## config.mk

```make
export PLATFORM = sky130hd
export DESIGN_NAME = div_io_ctrl_flat
export DESIGN_NICKNAME = d
export VERILOG_FILES = /design/src/rtl/div_io_ctrl_if.sv /design/src/rtl/div_io_ctrl.sv /design/src/flat_wrapper.sv
export SDC_FILE = /design/constraint.sdc
export NUM_CORES = 1
export LEC_CHECK = 0
export ABC_CLOCK_PERIOD_IN_PS = 4000
export BUFFER_PORTS_ARGS = -buffer_cell sky130_fd_sc_hd__buf_2
export CAP_MARGIN = 20
export CORE_MARGIN = 3
export CORE_UTILIZATION = 58
export DETAILED_ROUTE_END_ITERATION = 6
export GPL_TIMING_DRIVEN = 0
export PLACE_DENSITY_LB_ADDON = 0.25
export SLEW_MARGIN = 30
export SYNTH_ARGS = -nofsm -noshare
export SYNTH_HDL_FRONTEND = slang
export SYNTH_SLANG_ARGS = --single-unit
```

## constraint.sdc

```tcl
create_clock -name clk -period 4 [get_ports clk]
set_input_delay 0.6 -clock clk [delete_from_list [all_inputs] [get_ports clk]]
set_output_delay 0.6 -clock clk [all_outputs]
set_load 0.02 [all_outputs]
```

## src/rtl/div_io_ctrl_if.sv

```systemverilog
// Byte-stream and divider-core signal bundle for div_io_ctrl.
// The slave modport is the controller; the master modport is its environment.
interface div_io_ctrl_if #(
  parameter int unsigned WIDTH = 32
);
  logic             push_in;
  logic [7:0]       data_in_in;
  logic             sign;
  logic             select;
  logic             div_start;
  logic             div_sign;
  logic             div_select;
  logic [WIDTH-1:0] div_dividend;
  logic [WIDTH-1:0] div_divisor;
  logic             div_done;
  logic [WIDTH-1:0] div_quotient;
  logic [WIDTH-1:0] div_remainder;
  logic             pull_out;
  logic [7:0]       data_out_out;
  logic             sign_out;
  logic             busy;
  logic             drop_err;
  logic             timeout_err;

  modport master (
    output push_in, data_in_in, sign, select, div_done, div_quotient, div_remainder,
    input  div_start, div_sign, div_select, div_dividend, div_divisor,
           pull_out, data_out_out, sign_out, busy, drop_err, timeout_err
  );

  modport slave (
    input  push_in, data_in_in, sign, select, div_done, div_quotient, div_remainder,
    output div_start, div_sign, div_select, div_dividend, div_divisor,
           pull_out, data_out_out, sign_out, busy, drop_err, timeout_err
  );
endinterface

```

## src/rtl/div_io_ctrl.sv

```systemverilog
// Byte-serial front/back end for the shared divider core: assembles operands,
// runs the core under a watchdog, and streams remainder then quotient back out.
module div_io_ctrl #(
  parameter int unsigned WIDTH   = 32,
  parameter int unsigned TIMEOUT = 63
) (
  input  logic         clk,
  input  logic         rst_n,
  div_io_ctrl_if.slave bus
);
  localparam int unsigned NB     = WIDTH / 8;
  localparam int unsigned NBYTES = 2 * NB;
  localparam int unsigned CW     = $clog2(NBYTES + 1);
  localparam int unsigned WW     = $clog2(TIMEOUT + 1);

  typedef enum logic [2:0] {
    S_COLLECT, S_ZCHK, S_START, S_WAIT, S_ANNOUNCE, S_SEND
  } state_t;

  state_t             state, state_n;
  logic [2*WIDTH-1:0] sr;
  logic [2*WIDTH-1:0] res;
  logic [CW-1:0]      cnt;
  logic [WW-1:0]      wd;
  logic               sign_l, select_l, sign_o, tmo;
  logic [7:0]         dout;
  logic               last_push, div_zero, wd_expire, last_byte;

  always_comb begin
    last_push = (state == S_COLLECT) && bus.push_in && (cnt == CW'(NBYTES - 1));
    div_zero  = (sr[WIDTH-1:0] == '0);
    wd_expire = (wd == WW'(TIMEOUT - 1));
    last_byte = (cnt == CW'(NBYTES - 1));
    state_n   = state;
    case (state)
      S_COLLECT:  if (last_push) state_n = S_ZCHK;
      S_ZCHK:     state_n = div_zero ? S_ANNOUNCE : S_START;
      S_START:    state_n = S_WAIT;
      // done takes priority over an expiring watchdog in the same cycle
      S_WAIT:     if (bus.div_done) state_n = S_ANNOUNCE;
                  else if (wd_expire) state_n = S_COLLECT;
      S_ANNOUNCE: state_n = S_SEND;
      S_SEND:     if (last_byte) state_n = S_COLLECT;
      default:    state_n = S_COLLECT;
    endcase
  end

  always_ff @(posedge clk or negedge rst_n) begin
    if (!rst_n) begin
      state    <= S_COLLECT;
      sr       <= '0;
      res      <= '0;
      cnt      <= '0;
      wd       <= '0;
      sign_l   <= 1'b0;
      select_l <= 1'b0;
      sign_o   <= 1'b0;
      tmo      <= 1'b0;
      dout     <= '0;
    end else begin
      state <= state_n;
      if (state_n == S_ANNOUNCE) sign_o <= sign_l;
      case (state)
        S_COLLECT: if (bus.push_in) begin
          sr <= {sr[2*WIDTH-9:0], bus.data_in_in};
          if (last_push) begin
            cnt      <= '0;
            sign_l   <= bus.sign;
            select_l <= bus.select;
          end else begin
            cnt <= cnt + 1'b1;
          end
        end
        S_ZCHK: if (div_zero) res <= {{WIDTH{1'b1}}, sr[2*WIDTH-1:WIDTH]};
        S_START: begin
          wd  <= '0;
          tmo <= 1'b0;
        end
        S_WAIT: if (bus.div_done) begin
          res <= {bus.div_quotient, bus.div_remainder};
        end else begin
          wd <= wd + 1'b1;
          if (wd_expire) tmo <= 1'b1;
        end
        // res holds {quotient, remainder}; shifting right emits remainder LSB first
        S_ANNOUNCE: begin
          dout <= res[7:0];
          res  <= res >> 8;
          cnt  <= '0;
        end
        S_SEND: if (last_byte) begin
          dout <= '0;
          cnt  <= '0;
        end else begin
          dout <= res[7:0];
          res  <= res >> 8;
          cnt  <= cnt + 1'b1;
        end
        default: ;
      endcase
    end
  end

  assign bus.div_start    = (state == S_START);
  assign bus.div_sign     = sign_l;
  assign bus.div_select   = select_l;
  assign bus.div_dividend = sr[2*WIDTH-1:WIDTH];
  assign bus.div_divisor  = sr[WIDTH-1:0];
  assign bus.pull_out     = (state == S_ANNOUNCE);
  assign bus.data_out_out = dout;
  assign bus.sign_out     = sign_o;
  assign bus.busy         = (state != S_COLLECT);
  assign bus.drop_err     = bus.push_in && (state != S_COLLECT);
  assign bus.timeout_err  = tmo;
endmodule

```

## src/flat_wrapper.sv

```systemverilog
// flat-port wrapper written by rule: the top's interface ports become plain ports
module div_io_ctrl_flat 
#(
  parameter int unsigned WIDTH   = 32,
  parameter int unsigned TIMEOUT = 63
)
  (clk, rst_n, bus_push_in, bus_data_in_in, bus_sign, bus_select, bus_div_done, bus_div_quotient, bus_div_remainder, bus_div_start, bus_div_sign, bus_div_select, bus_div_dividend, bus_div_divisor, bus_pull_out, bus_data_out_out, bus_sign_out, bus_busy, bus_drop_err, bus_timeout_err);
  div_io_ctrl_if #(.WIDTH(WIDTH)) bus_i ();
  input  logic clk;
  input  logic rst_n;
  input wire logic [$bits(bus_i.push_in)-1:0] bus_push_in;
  input wire logic [$bits(bus_i.data_in_in)-1:0] bus_data_in_in;
  input wire logic [$bits(bus_i.sign)-1:0] bus_sign;
  input wire logic [$bits(bus_i.select)-1:0] bus_select;
  input wire logic [$bits(bus_i.div_done)-1:0] bus_div_done;
  input wire logic [$bits(bus_i.div_quotient)-1:0] bus_div_quotient;
  input wire logic [$bits(bus_i.div_remainder)-1:0] bus_div_remainder;
  output wire logic [$bits(bus_i.div_start)-1:0] bus_div_start;
  output wire logic [$bits(bus_i.div_sign)-1:0] bus_div_sign;
  output wire logic [$bits(bus_i.div_select)-1:0] bus_div_select;
  output wire logic [$bits(bus_i.div_dividend)-1:0] bus_div_dividend;
  output wire logic [$bits(bus_i.div_divisor)-1:0] bus_div_divisor;
  output wire logic [$bits(bus_i.pull_out)-1:0] bus_pull_out;
  output wire logic [$bits(bus_i.data_out_out)-1:0] bus_data_out_out;
  output wire logic [$bits(bus_i.sign_out)-1:0] bus_sign_out;
  output wire logic [$bits(bus_i.busy)-1:0] bus_busy;
  output wire logic [$bits(bus_i.drop_err)-1:0] bus_drop_err;
  output wire logic [$bits(bus_i.timeout_err)-1:0] bus_timeout_err;
  assign bus_i.push_in = bus_push_in;
  assign bus_i.data_in_in = bus_data_in_in;
  assign bus_i.sign = bus_sign;
  assign bus_i.select = bus_select;
  assign bus_i.div_done = bus_div_done;
  assign bus_i.div_quotient = bus_div_quotient;
  assign bus_i.div_remainder = bus_div_remainder;
  assign bus_div_start = bus_i.div_start;
  assign bus_div_sign = bus_i.div_sign;
  assign bus_div_select = bus_i.div_select;
  assign bus_div_dividend = bus_i.div_dividend;
  assign bus_div_divisor = bus_i.div_divisor;
  assign bus_pull_out = bus_i.pull_out;
  assign bus_data_out_out = bus_i.data_out_out;
  assign bus_sign_out = bus_i.sign_out;
  assign bus_busy = bus_i.busy;
  assign bus_drop_err = bus_i.drop_err;
  assign bus_timeout_err = bus_i.timeout_err;
  div_io_ctrl #(.WIDTH(WIDTH), .TIMEOUT(TIMEOUT)) u_core (.clk(clk), .rst_n(rst_n), .bus(bus_i));
endmodule
```

==> flow_metrics.tcl <==
set metrics [dict create \
    fin_skew_ns 0.00967 \
    startpoint_type "flop" \
    synth_area_um2 8410 \
    crit_required_ns 3.40 \
    ir_worst_vdd_v 0.000604 \
    cts.repair.resized 0 \
    wl_per_cell_um 21.5 \
    final_util_pct 71.7 \
    diodes 0 \
    final_nets 1095 \
    ys.flop_type "dfrtp_1" \
    slew_viol_final 0 \
    die_area_um2 16000 \
    path_max_fanout 10 \
    viasPerCell 6.46 \
    dp_cells 1175 \
    cts_max_level 4 \
    fin_crit_ns 2.76 \
    grt_max_degree 58 \
    mappedNetlistNets 917 \
    yosys.area.top_type "dfrtp_1" \
    setup_violations 0 \
    avgSynthCellArea_um2 10.1 \
    syn_to_final_growth_pct 19.6 \
    slew_headroom_pct 35.9 \
    root_buffer "clkbuf_16" \
    pwr_density_cell_nw_per_um2 852 \
    grt_remaining_overflow 0 \
    arrival_ns 2.16 \
    rsz0062_at_grt "false" \
    drv_cap 0 \
    worstSetupEndpointType "primary output" \
    fin_tns_setup_ns 0 \
    ys_seq_elements 153 \
    min_path_type "in -> async" \
    route.met2.wl_um 11900 \
    port_buffers 157 \
    highest_layer "met4" \
    core_um2 14000 \
    synth.top_cell.area_share_pct 45.5 \
    post-route-drc-count 3 \
    ys_seq_area_share_pct 45.5 \
    fp-row-count 43 \
    track_usage_pct 32.5 \
    initial_core_util_pct 59.9 \
    cts_tree "done" \
    violations "design-rule violations" \
    syn_inst 836 \
    drtIter0Drc 862 \
    numCtsBuffers 17 \
    final_hold_viol_count 0 \
    die_w_um 126 \
    async_flop_share_pct 100 \
    grt_pass1_wl_um 41000 \
    dr.pass1.iters 7 \
    post_cts_buffers 0 \
    clk_pin_slew_ns 0.07 \
    yosys-top-cells-area "dfrtp_1, mux2_2, mux2i_1" \
    drive_gt1_share_pct 27.6 \
    postLayoutSetupSlackWorst_ns 1.24 \
    wirelength_um 25900 \
    dpl.hpwl_um 18600 \
    leakage_nw 4.38 \
    synthTopCellsByCount "dfrtp_1, clkbuf_1, nand2_1" \
    clockBufferDepth 2 \
    tightest_slew_ns 0.957 \
    fin_cells 1207 \
    wl_met3_um 2700 \
    dp_slack_ns 1.62 \
    grt_antenna_before_repair 0 \
    status "finished with violations" \
    cts.sinks 153 \
    worstSetupPathType "reg -> out" \
    synth.most_common_cell "dfrtp_1" \
    timing.fmax_ghz 0.362 \
    vias 7798 \
    wl_met1_um 10500 \
    clk_latency_ns 0.43 \
    antenna_left 0 \
    period_share_pct 69.1 \
    grt_pass1_vias 7655 \
    place_congestion 0.966 \
    synth_cell_types 51 \
    yosysWarnings 0 \
    postCtsHoldBufs 0 \
    die-height_um 126 \
    synth_edf_count 0 \
    num_io_pins 158 \
]
## flip-flops by register name (all words and copies together), names as in the netlist
| register | count |
|---|---|
| u_core.bus.div_select | 1 |
| u_core.state | 3 |
| u_core.cnt | 4 |
| u_core.res | 64 |
| u_core.bus.data_out_out | 8 |
| u_core.wd | 6 |
| u_core.bus.timeout_err | 1 |
| u_core.bus.sign_out | 1 |
| u_core.bus.div_sign | 1 |
| u_core.sr | 64 |
## through the flow
| step | instance area, µm² | hold slack [ns] | total power (W) |
|---|---|---|---|
| 2_1_floorplan | 8410 | 0.304 | 0.00554 |
| 3_3_place_gp | 9430 | 0.479 | 0.00680 |
| 3_5_place_dp | 9490 | 0.488 | 0.00690 |
| 4_1_cts | 10100 | 0.0802 | 0.00852 |
| 5_1_grt | 10100 | 0.0909 | 0.00906 |
| 6_report | 10100 | 0.0761 | 0.00858 |
## where the power goes
part	switching (W)	internal, W	leakage [nW]
clock	0.000721	0.000878	0.273
combinational	0.00253	0.00158	2.26
sequential	0.000651	0.00223	1.85
total	0.00390	0.00468	4.38
## metal layers
layer	global-route usage [%]	up-vias
li1	-	3494
met5	0	-
met3	8.29	72
met1	43.8	3776
met4	12.8	0
met2	50.7	456
## layout make-up
class	instances	area [µm²]
clock buffers	17	425
fillers	1057	3980
inverters	34	128
plain buffers	88	394
flip-flops and latches	153	3830
well taps	180	225
repair buffers	159	851
clock inverters	15	151
multi-input cells	561	4060
## layout by cell type (no fill, tap or decap), types with 33 or more instances in the layout
master,instances
buf_2,171
dfrtp_1,153
clkbuf_1,62
nand2_1,52
nor2_1,38
o21ai_0,37
mux2_2,36
inv_1,34
nand2b_1,33
nand4b_1,33
a211oi_1,33
## final timing paths
check	startpoint	endpoint	slack (ns)	cells past startpoint
setup / recovery	u_core.state[0]$_DFF_PN0_	bus_drop_err	1.24	5
hold / removal	rst_n	u_core.bus.div_sign$_DFFE_PN0P_	0.08	1
setup reg to reg	u_core.cnt[0]$_DFFE_PN0P_	u_core.res[50]$_DFFE_PN0P_	1.60	5
hold reg to reg	u_core.bus.div_select$_DFFE_PN0P_	u_core.bus.div_select$_DFFE_PN0P_	0.50	1
max in group asynchronous	rst_n	u_core.bus.data_out_out[6]$_DFFE_PN0N_	3.30	2
min in group clk	bus_data_in_in[6]	u_core.sr[6]$_DFFE_PN0P_	0.39	2
## worst max-delay path, cell delays in order (launching register included)
cell      delay (ns)
dfrtp_1         0.41
buf_2           0.23
clkbuf_1        0.28
or3_1           0.47
and2_1          0.19
buf_2           0.15
## cells by family (layout without fill, tap and decap cells)
family	count (synthesis)	in the layout	synth area share, %
flip-flops	153	153	45.5
adder cells (fa/ha/maj)	3	3	0.446
multiplexers	68	68	8.62
AND/OR/NAND/NOR	296	296	21.6
AO/OA/AOI/OAI	189	189	17.1
XOR/XNOR	5	5	0.520
buffers and inverters	122	313	6.20
(Power assumes the default switching activity.)
